===== src/rtl/execute_pkg.sv =====
// execute_pkg
// Shared CPU definitions for the execute stage. It holds the alu_op
// encodings, the R-type funct codes, the multiplier FSM state enum and the
// packed EX/MEM payload types.
package execute_pkg;

    typedef enum logic [1:0] {
        ALU_ADD   = 2'b00,
        ALU_SUB   = 2'b01,
        ALU_FUNCT = 2'b10,
        ALU_NONE  = 2'b11
    } alu_op_e;

    localparam logic [5:0] FUNCT_ADD  = 6'h20;
    localparam logic [5:0] FUNCT_SUB  = 6'h22;
    localparam logic [5:0] FUNCT_AND  = 6'h24;
    localparam logic [5:0] FUNCT_OR   = 6'h25;
    localparam logic [5:0] FUNCT_SLT  = 6'h2A;
    localparam logic [5:0] FUNCT_MULT = 6'h18;

    typedef enum logic [1:0] {
        MUL_IDLE,
        MUL_BUSY,
        MUL_DONE
    } mul_state_e;

    // Full EX/MEM register contents.
    typedef struct packed {
        logic [1:0]  wb_ctrl;
        logic        branch;
        logic        mem_read;
        logic        mem_write;
        logic        zero;
        logic [31:0] alu_result;
        logic [31:0] write_data;
        logic [4:0]  write_reg;
        logic [31:0] branch_target;
    } ex_mem_t;

    // The parts of a mult instruction that are kept while the product is built.
    typedef struct packed {
        logic [1:0]  wb_ctrl;
        logic        branch;
        logic        mem_read;
        logic        mem_write;
        logic [31:0] write_data;
        logic [4:0]  write_reg;
        logic [31:0] branch_target;
    } mul_hold_t;

endpackage


===== src/rtl/execute_ex_mem_latch.sv =====
// ex_mem_latch
// EX/MEM pipeline register.
//   clk, rst : clock and asynchronous active-high reset
//   bubble   : the stage is stalled; capture d with every control bit cleared
//   flush    : squash; capture all zeros (takes priority over bubble)
//   d / q    : next and current EX/MEM contents
module ex_mem_latch
    import execute_pkg::*;
(
    input  logic    clk,
    input  logic    rst,
    input  logic    bubble,
    input  logic    flush,
    input  ex_mem_t d,
    output ex_mem_t q
);

    // NOTE: sequential state uses non-blocking assignments only, so every
    // register samples the values from before the edge.
    always_ff @(posedge clk or posedge rst) begin
        if (rst) begin
            q <= '0;
        end else if (flush) begin
            q <= '0;
        end else begin
            q <= d;
            if (bubble) begin
                q.wb_ctrl   <= 2'b00;
                q.branch    <= 1'b0;
                q.mem_read  <= 1'b0;
                q.mem_write <= 1'b0;
            end
        end
    end

endmodule


===== src/rtl/execute.sv =====
// execute
// Pipeline execute stage. It contains the ALU, the branch target adder, the
// destination register mux and a 32-cycle shift-add multiplier. It drives
// the EX/MEM register.
//   inputs  : ID/EX controls and data, rt/rd, and flush (taken-branch squash)
//   outputs : registered EX/MEM fields, and a combinational stall that holds
//             PC, IF/ID and ID/EX while a mult is in flight
module execute
    import execute_pkg::*;
#(
    parameter int DATA_W = 32
) (
    input  logic              clk,
    input  logic              rst,
    input  logic [1:0]        wb_ctrl,
    input  logic              branch_in,
    input  logic              mem_read_in,
    input  logic              mem_write_in,
    input  logic              reg_dst,
    input  logic              alu_src,
    input  logic [1:0]        alu_op,
    input  logic [DATA_W-1:0] npc,
    input  logic [DATA_W-1:0] read_data1,
    input  logic [DATA_W-1:0] read_data2,
    input  logic [DATA_W-1:0] sign_ext,
    input  logic [4:0]        rt,
    input  logic [4:0]        rd,
    input  logic              flush,
    output logic [1:0]        wb_ctrl_out,
    output logic              branch,
    output logic              mem_read,
    output logic              mem_write,
    output logic              zero,
    output logic [DATA_W-1:0] alu_result,
    output logic [DATA_W-1:0] write_data,
    output logic [4:0]        write_reg,
    output logic [DATA_W-1:0] branch_target,
    output logic              stall
);

    alu_op_e           op;
    logic [5:0]        funct;
    logic [DATA_W-1:0] op_a, op_b, alu_res;
    logic              is_mult, issue;

    mul_state_e        state;
    logic [4:0]        count;
    logic [DATA_W-1:0] mcand, mplier, prod;
    mul_hold_t         held;

    ex_mem_t           live, latch_d, latch_q;

    assign op      = alu_op_e'(alu_op);
    assign funct   = sign_ext[5:0];
    assign op_a    = read_data1;
    assign op_b    = alu_src ? sign_ext : read_data2;
    assign is_mult = (op == ALU_FUNCT) && (funct == FUNCT_MULT);

    // A flush in the issue cycle cancels the mult before it starts.
    assign issue = (state == MUL_IDLE) && is_mult && !flush;
    assign stall = !rst && (issue || (state == MUL_BUSY));

    // mult does not produce a result here. Its product is taken from the FSM in DONE.
    // NOTE: each variable in an always_comb gets a default first, so no path
    // leaves it unassigned and no latch is inferred.
    always_comb begin
        alu_res = '0;
        case (op)
            ALU_ADD: alu_res = op_a + op_b;
            ALU_SUB: alu_res = op_a - op_b;
            ALU_FUNCT: begin
                case (funct)
                    FUNCT_ADD: alu_res = op_a + op_b;
                    FUNCT_SUB: alu_res = op_a - op_b;
                    FUNCT_AND: alu_res = op_a & op_b;
                    FUNCT_OR:  alu_res = op_a | op_b;
                    FUNCT_SLT: alu_res = {{(DATA_W-1){1'b0}}, $signed(op_a) < $signed(op_b)};
                    default:   alu_res = '0;
                endcase
            end
            default: alu_res = '0;
        endcase
    end

    always_comb begin
        live.wb_ctrl       = wb_ctrl;
        live.branch        = branch_in;
        live.mem_read      = mem_read_in;
        live.mem_write     = mem_write_in;
        live.zero          = (alu_res == '0);
        live.alu_result    = alu_res;
        live.write_data    = read_data2;
        live.write_reg     = reg_dst ? rd : rt;
        live.branch_target = npc + (sign_ext << 2);
    end

    // In DONE, the EX/MEM register receives the finished product and the
    // controls that were saved at issue. In every other state it receives
    // the live ALU path.
    always_comb begin
        latch_d = live;
        if (state == MUL_DONE) begin
            latch_d.wb_ctrl       = held.wb_ctrl;
            latch_d.branch        = held.branch;
            latch_d.mem_read      = held.mem_read;
            latch_d.mem_write     = held.mem_write;
            latch_d.zero          = (prod == '0);
            latch_d.alu_result    = prod;
            latch_d.write_data    = held.write_data;
            latch_d.write_reg     = held.write_reg;
            latch_d.branch_target = held.branch_target;
        end
    end

    // Shift-add multiplier. Each BUSY cycle adds the shifted multiplicand
    // when the current multiplier LSB is set. Only the low DATA_W bits are kept.
    always_ff @(posedge clk or posedge rst) begin
        if (rst) begin
            state  <= MUL_IDLE;
            count  <= '0;
            mcand  <= '0;
            mplier <= '0;
            prod   <= '0;
            held   <= '0;
        end else begin
            case (state)
                MUL_IDLE: begin
                    if (issue) begin
                        mcand  <= op_a;
                        mplier <= op_b;
                        prod   <= '0;
                        count  <= '0;
                        held   <= '{wb_ctrl: wb_ctrl, branch: branch_in,
                                    mem_read: mem_read_in, mem_write: mem_write_in,
                                    write_data: live.write_data, write_reg: live.write_reg,
                                    branch_target: live.branch_target};
                        state  <= MUL_BUSY;
                    end
                end
                MUL_BUSY: begin
                    if (flush) begin
                        state <= MUL_IDLE;
                    end else begin
                        if (mplier[0]) prod <= prod + mcand;
                        mcand  <= mcand << 1;
                        mplier <= mplier >> 1;
                        count  <= count + 5'd1;
                        if (count == 5'd31) state <= MUL_DONE;
                    end
                end
                MUL_DONE: state <= MUL_IDLE;
                default:  state <= MUL_IDLE;
            endcase
        end
    end

    ex_mem_latch u_ex_mem (
        .clk    (clk),
        .rst    (rst),
        .bubble (stall),
        .flush  (flush),
        .d      (latch_d),
        .q      (latch_q)
    );

    assign wb_ctrl_out   = latch_q.wb_ctrl;
    assign branch        = latch_q.branch;
    assign mem_read      = latch_q.mem_read;
    assign mem_write     = latch_q.mem_write;
    assign zero          = latch_q.zero;
    assign alu_result    = latch_q.alu_result;
    assign write_data    = latch_q.write_data;
    assign write_reg     = latch_q.write_reg;
    assign branch_target = latch_q.branch_target;

endmodule


===== config.mk =====
export PLATFORM = sky130hd
export DESIGN_NAME = execute
export DESIGN_NICKNAME = d
export VERILOG_FILES = /design/src/rtl/execute_pkg.sv /design/src/rtl/execute_ex_mem_latch.sv /design/src/rtl/execute.sv
export SDC_FILE = /design/constraint.sdc
export NUM_CORES = 1
export LEC_CHECK = 0
export CORE_AREA = 2 2 191 193
export DETAILED_ROUTE_END_ITERATION = 8
export DIE_AREA = 0 0 193 195
export PLACE_DENSITY = 0.81
export SLEW_MARGIN = 20
export SYNTH_ARGS = -nofsm -noshare
export SYNTH_HDL_FRONTEND = slang
export SYNTH_SLANG_ARGS = --single-unit

===== constraint.sdc =====
create_clock -name clk -period 14 [get_ports clk]
set_input_delay 2.8 -clock clk [delete_from_list [all_inputs] [get_ports clk]]
set_output_delay 2.8 -clock clk [all_outputs]
set_load 0.03 [all_outputs]

==> results of run 1 <==
[worst min path at each step]
| stage | endpoint | cells past startpoint |
|---|---|---|
| finish | held[56] | 2 |
| global placement | held[2] | 2 |
| global route | held[41] | 2 |
| detailed placement | held[56] | 2 |
| floorplan | held[0] | 2 |
| CTS | held[56] | 2 |
[cells by family (layout without fill, tap and decap cells)]
logic type                 Yosys count  after routing
other                                0              1
adders and majority gates          163            163
DFF                                284            284
and+or+nand+nor                    914            914
AOI/OAI and AO/OA                  695            695
buffers and inverters              244            445
xor gates and xnor gates            64             64
muxes                               83             83
[cell usage after synthesis (all sizes together), types with 7 or more instances]
cell type	instances
ha	159
nor3	42
xnor2	49
nand4	21
a21o	33
or3	9
a221o	7
dfrtp	284
o21a	21
nand2	450
and2	7
nor2	232
a211oi	37
mux2i	76
o22ai	14
clkbuf	104
a22o	28
nand3	31
a2111oi	9
inv	109
buf	31
or2	13
o31ai	22
xor2	15
o21bai	17
a31oi	15
o21ai	125
and3	13
nand2b	25
nor4	25
a221oi	13
nor3b	7
nor2b	19
a21oi	256
a211o	8
mux2	7
o211ai	18
[tightest hold or removal path: stages, from the launching register on]
cell,delay (ps)
sky130_fd_sc_hd__dfrtp_1,340
sky130_fd_sc_hd__nand2_1,50
sky130_fd_sc_hd__nand2_1,50
[registers in the layout (all words and copies together) (netlist names)]
register	cells
held	74
count	5
mplier	32
u_ex_mem.q	107
state	2
prod	32
mcand	32
[layout make-up]
| type | count | area, µm² |
|---|---|---|
| repair buffers | 279 | 2730 |
| flip-flops and latches | 284 | 7107 |
| inverters | 109 | 416.7 |
| fillers | 2905 | 11400 |
| multi-input cells | 1919 | 12040 |
| diodes | 1 | 2.502 |
| well taps | 461 | 576.8 |
| clock buffers | 46 | 957.2 |
| clock inverters | 11 | 160.2 |
[per-layer routing]
| layer | GRT usage, % | wire [µm] | vias up |
|---|---|---|---|
| li1 | - | - | 8972 |
| met2 | 58.50 | 31980 | 1005 |
| met4 | 18.21 | 3888 | 2 |
| met3 | 5.410 | 5576 | 162 |
| met1 | 49.12 | 28160 | 9397 |
| met5 | 0 | 16 | - |
[metrics by stage]
stage	worst slack [ps]	cell area (µm²)	cells	total power, µW
6_report	5858	23990	3110	2728
5_1_grt	5753	23990	3109	2850
4_1_cts	5914	23990	3109	2722
3_5_place_dp	5954	22870	3052	1815
3_3_place_gp	6017	22870	3052	1796
2_1_floorplan	3364	20050	2447	1519
[power groups by stage]
stage	logic (µW)	registers, µW	clock network, µW
after floorplan	499	1020	0
after global placement	810	987	0
after detailed placement	825	989	0
after CTS	833	976	912
after global routing	915	985	951
final	845	978	905
==> results.md, run 1 <==
* Result of the run: completed
* Wire length of the first global-routing pass at around 110000 µm
* Worst setup path endpoint: stall
* Endpoint type of the worst setup path: output pin
* Pin count of the biggest net entering global routing at 111
* Combinational family with the most area after synthesis: compound AO/OA/AOI/OAI gates
* Cell area power density at about 110 mW/mm²
* Total Wirelength at between 60000 and 70000 µm
* Combinational group share of total power at between 30% and 40%
* Total negative slack at 0 ps
* CP required at approximately 11000 ps
* Worst relative slew slack at approximately a third
* Synthesized-area fraction occupied by xor and xnor cells at between 2 and 3%
* Clock share of power at 33.2%
* Post-Route Skew at about 21 ps
* Total of buffers placed on input and output ports at around 260
* Sink Count at ~280
* Routed wire per std cell at between 20 and 25 µm
* Max frequency at around 120 MHz
* Top cell type by total area after synthesis: sky130_fd_sc_hd__dfrtp_1
* Switching power at approximately 940 µW
* Number of buffers and inverters on the critical path at 3
* Largest fanout on the critical path at 11
* Kind of critical path: in -> out
* Unrepaired setup endpoints after global routing: no
* Number of max-capacitance violations reported at 0
* Die Footprint at about 0.038 mm²
* Via count of the first global-routing pass at 18770
* Core outline area at ~0.035 mm²
* Length in cells of the worst reg-to-reg path at 13
* Post-synthesis compound-gate area fraction at between 20% and 30%
* Floorplan die width at about 190 µm
* Total gr overflow at 0
* FFs w/ async S/R, synth at 100.0%
* Portion of the clock cycle consumed by the worst path in the final layout at between 50 and 60%
* RR Startpoint: mcand[0]
* Ratio of cells with drive above 1 in the final layout at 4.796%
* Static Leak at 0.01151 µW
* Most area-consuming cells after synthesis: sky130_fd_sc_hd__dfrtp_1 35%, sky130_fd_sc_hd__ha_1 9.9%, sky130_fd_sc_hd__nand2_1 8.4%
* Share of synthesized area occupied by flip-flops and latches at between 30% and 40%
* Internal Power at 1784 µW
* VDD IR-drop max at around 0.12 mV
* Simple logic cell fraction of the synthesized area at between 10% and 20%
* Slack of the worst reg-to-reg path at between 10000 and 15000 ps
* Critical path's slowest cell: sky130_fd_sc_hd__clkdlybuf4s50_1
* Hold path startpoint: held[56]
* Final Util at between 60% and 70%
* Sum of net half-perimeters after detailed placement at between 50000 and 60000 µm
* Slew of the pin with the lowest slew margin at 973.9 ps
* Level count of the clock H-tree at 2
* Count of hold-fix buffers inserted at cts at 0
* Category of the worst setup path launch point: primary input
* Post-synthesis instance area at ~0.020 mm²
* Number of buffers created by CTS at 34
* Most frequent cell on the critical path: sky130_fd_sc_hd__clkdlybuf4s50_1
* Post-synthesis mux area share at ~4.2%
* CP Cell Sequence: clkdlybuf4s50_1 > inv_1 > nor4_1 > nand4_1 > a21oi_1 > clkdlybuf4s50_1
* Per-cell via count in the routed design at around 6.3
* DRC viols at 0
* Register bit count reported by yosys at approximately 280
* Warning count from the yosys run at 0
* Antenna Nets Post-Route at 0
* Initial DRC count at 1853
* Clock insertion delay at the later pin of the skew report at 560 ps
* Max Slew Vio Count at 0
* Count of instances resized after the clock tree is built at 0
* Number of I/O pins at 258
* Starting Density at 56.65%
* Proportion of netlist area held by the largest area contributor at between 30% and 40%
* Number of hold-slack violations in the final timing report at 0
* Layout-stage area growth over the synthesis result at 19.67%
* Most frequent cells in the layout: 448 x sky130_fd_sc_hd__nand2_1, 284 x sky130_fd_sc_hd__dfrtp_1, 255 x sky130_fd_sc_hd__a21oi_1, 255 x sky130_fd_sc_hd__clkdlybuf4s50_1, 231 x sky130_fd_sc_hd__nor2_1
* Number of core rows at 69
* Number of antenna violations at the first check in global routing at 3
* Destination of the worst register-to-register timing path: prod[30]
* Number of nets produced by synthesis at roughly 2800
* All-layer global routing usage at around 37%
* Stages on worst setup path at 6
* Max stage delay on crit path at around 700 ps
* Worst endpoint data arrival time at 5340 ps
* Total number of vias at a little under 20000
* Switching share of total power at 34.61%
* Clock root cell: sky130_fd_sc_hd__clkbuf_16
* Cell family with most CP delay: buffers and inverters
* Final number of setup-violating endpoints at 0
* Final min period at 8142 ps
* Avg Inst Size Synth at a little over 8 µm²
* Worst Hold Slack at 464.5 ps
* Gate Count Post-Synth at between 2000 and 2500
* Leading register cell type out of synthesis: sky130_fd_sc_hd__dfrtp_1
* Count of nets after finishing at just under 3000
* Most common cell after layout, fill and taps aside: sky130_fd_sc_hd__nand2_1
* Number of buffers on the longest clock path at 3
* CTS tree: built
* Length of the first detailed-routing pass in iterations at 6
* Post-synth EDFFs at 0
* Die Height at ~200 µm
* Number of distinct library cells after synthesis at just over 90
* Share of total power in sequential cells at 35.8%
* Adder-cell share of the synthesized area at between 10% and 20%
* Min-delay worst type: reg -> reg
* Clock edge transition at the registers on the reported setup and hold paths at approximately 60 ps
* Post-CTS Setup Repair Bufs at 0
* Critical Path Start: alu_op[1]
* Routability Congestion at slightly above 1
Power figures use the tool's default switching activity.
==> run 2: changes to the inputs <==
Clock period 14 ns to 8.1 ns, I/O delays scaled along.
==> run 2 against run 1 <==
Worst setup slack worse by 4100 ps. Critical path depth up 9. Register-to-register slack worse by 5900 ps. First-iteration DRC count about the same. Utilization down 0.15 points. Sequential power up 73%.
==> results.md, run 2 (same netlist as run 1, synthesis figures left out) <==
* Result of the run: completed
* Total of buffers placed on input and output ports at about 260
* Clock edge transition at the registers on the reported setup and hold paths at ~60 ps
* Max reg flops at ~110
* Min-delay worst type: reg -> reg
* Static Leak at 0.01150 µW
* Largest fanout on the critical path at 19
* Length in cells of the worst reg-to-reg path at 13
* Slack of the worst reg-to-reg path at 4250 ps
* Worst relative slew slack at 29.81%
* Worst endpoint data arrival time at around 6900 ps
* Via count of the first global-routing pass at 19140
* Die Height at between 150 and 200 µm
* Core outline area at 0.03540 mm²
* Destination of the worst register-to-register timing path: prod[30]
* Most frequent cells in the layout: 449 x sky130_fd_sc_hd__nand2_1, 284 x sky130_fd_sc_hd__dfrtp_1, 255 x sky130_fd_sc_hd__a21oi_1, 255 x sky130_fd_sc_hd__clkdlybuf4s50_1, 231 x sky130_fd_sc_hd__nor2_1
* VDD IR-drop max at 0.2552 mV
* Post-CTS Setup Repair Bufs at 0
* Clock root cell: sky130_fd_sc_hd__clkbuf_16
* Final min period at ~6400 ps
* CP required at between 8000 and 9000 ps
* Ratio of cells with drive above 1 in the final layout at about 4.8%
* Total negative slack at 0 ps
* Number of core rows at between 60 and 70
* Per-cell via count in the routed design at about 6.4
* Category of the worst setup path launch point: primary input
* Post-route total power at 4647 µW
* Final number of setup-violating endpoints at 0
* Sum of net half-perimeters after detailed placement at approximately 54000 µm
* Clock insertion delay at the later pin of the skew report at 570 ps
* Total number of vias at between 15000 and 20000
* Portion of the clock cycle consumed by the worst path in the final layout at between 70% and 80%
* Length of the first detailed-routing pass in iterations at 8
* CTS tree: built
* Destination of the worst hold path: held[60]
* Top Registers: u_ex_mem.q x107, held x74
* Total gr overflow at 0
* Layout-stage area growth over the synthesis result at 19.40%
* Wire length of the first global-routing pass at between 100000 and 150000 µm
* RR Startpoint: mcand[0]
* Sink Count at around 280
* Antenna Nets Post-Route at 0
* Starting Density at a little under three fifths
* Routed wire per std cell at roughly 23 µm
* Most flops, register: u_ex_mem.q
* Number of hold-slack violations in the final timing report at 0
* Total Wirelength at 72180 µm
* Max frequency at about 160 MHz
* Endpoint type of the worst setup path: flop
* Number of max-capacitance violations reported at 0
* Number of antenna violations at the first check in global routing at 0
* Die Footprint at approximately 0.038 mm²
* Slew of the pin with the lowest slew margin at a little over 1000 ps
* Kind of critical path: in -> reg
* Level count of the clock H-tree at 2
* Most common cell after layout, fill and taps aside: sky130_fd_sc_hd__nand2_1
* Floorplan die width at 193 µm
* Routability Congestion at between 0.9 and 1
* Number of fill cells at around 2900
* Count of instances resized after the clock tree is built at 0
* All-layer global routing usage at a little under two fifths
* Number of I/O pins at between 200 and 300
* Unrepaired setup endpoints after global routing: no
* Cell area power density at slightly below 200 mW/mm²
* Count of hold-fix buffers inserted at cts at 0
* Initial DRC count at 1854
* DRC viols at 0
* Worst Hold Slack at ~470 ps
* Number of buffers on the longest clock path at 3
* Hold path startpoint: held[60]
* Max Slew Vio Count at 0
* Pin count of the biggest net entering global routing at about 160
* Post-Route Skew at roughly 34 ps
* Number of buffers created by CTS at 34
* Count of nets after finishing at 2940
* Worst Hold Path Cells at 2
run 2: routing by layer:
layer  vias to the layer above  GRT usage, %  routed length [µm]  part of all wire, %
li1                       8979             -                   -                    -
met5                         -             0                   0                    0
met3                       193         6.093                6328                  8.8
met1                      9579         48.90               28340                   39
met4                         0         20.54                4281                  5.9
met2                      1023         60.61               33230                   46
run 2: worst max-delay path, cell delays in order:
cell                       delay [ps]
sky130_fd_sc_hd__buf_2            550
sky130_fd_sc_hd__buf_4            400
sky130_fd_sc_hd__mux2i_1          690
sky130_fd_sc_hd__ha_1             450
sky130_fd_sc_hd__nand4_1          310
sky130_fd_sc_hd__nor3_1           410
sky130_fd_sc_hd__o211ai_1         280
sky130_fd_sc_hd__a31oi_1          570
sky130_fd_sc_hd__nor2_1           120
sky130_fd_sc_hd__a221o_1          370
sky130_fd_sc_hd__o21ai_0           70
sky130_fd_sc_hd__o21ai_0          310
sky130_fd_sc_hd__nor4_1           380
sky130_fd_sc_hd__nand4_1          170
sky130_fd_sc_hd__o22ai_2          110
run 2: worst max path at each step:
stage / start / end / slack [ps] / cells past startpoint
2_1_floorplan: alu_src / u_ex_mem.q[101] / 2570 / 18
3_3_place_gp: alu_src / u_ex_mem.q[101] / 1450 / 15
3_5_place_dp: alu_src / u_ex_mem.q[101] / 1420 / 15
4_1_cts: alu_src / u_ex_mem.q[101] / 2000 / 15
5_1_grt: alu_src / u_ex_mem.q[101] / 1760 / 15
6_report: alu_src / u_ex_mem.q[101] / 1730 / 15
run 2: through the flow:
step	utilization (%)	instance area, µm²	worst slack [ps]	std cells
2_1_floorplan	-	20050	2572	2447
3_3_place_gp	64.62	22870	1452	3052
3_5_place_dp	64.62	22870	1420	3052
4_1_cts	67.63	23940	2003	3110
5_1_grt	67.63	23940	1757	3110
6_report	67.64	23940	1728	3111
run 2: area by class of cell:
type | instances | area, µm² | share of cell area, %
multi-input combinational | 1919 | 12040 | 50.27
sequential | 284 | 7107 | 29.69
timing repair buffer | 279 | 2743 | 11.46
clock buffer | 44 | 918.4 | 3.836
tap | 461 | 576.8 | 2.409
inverter | 109 | 412.9 | 1.725
clock inverter | 14 | 145.1 | 0.6062
antenna | 1 | 2.502 | 0.01045
run 2: report_power, final:
part / switching (µW) / internal (µW) / total (µW)
Sequential: 122 / 1570 / 1690
Clock: 641 / 844 / 1490
Combinational: 887 / 583 / 1470
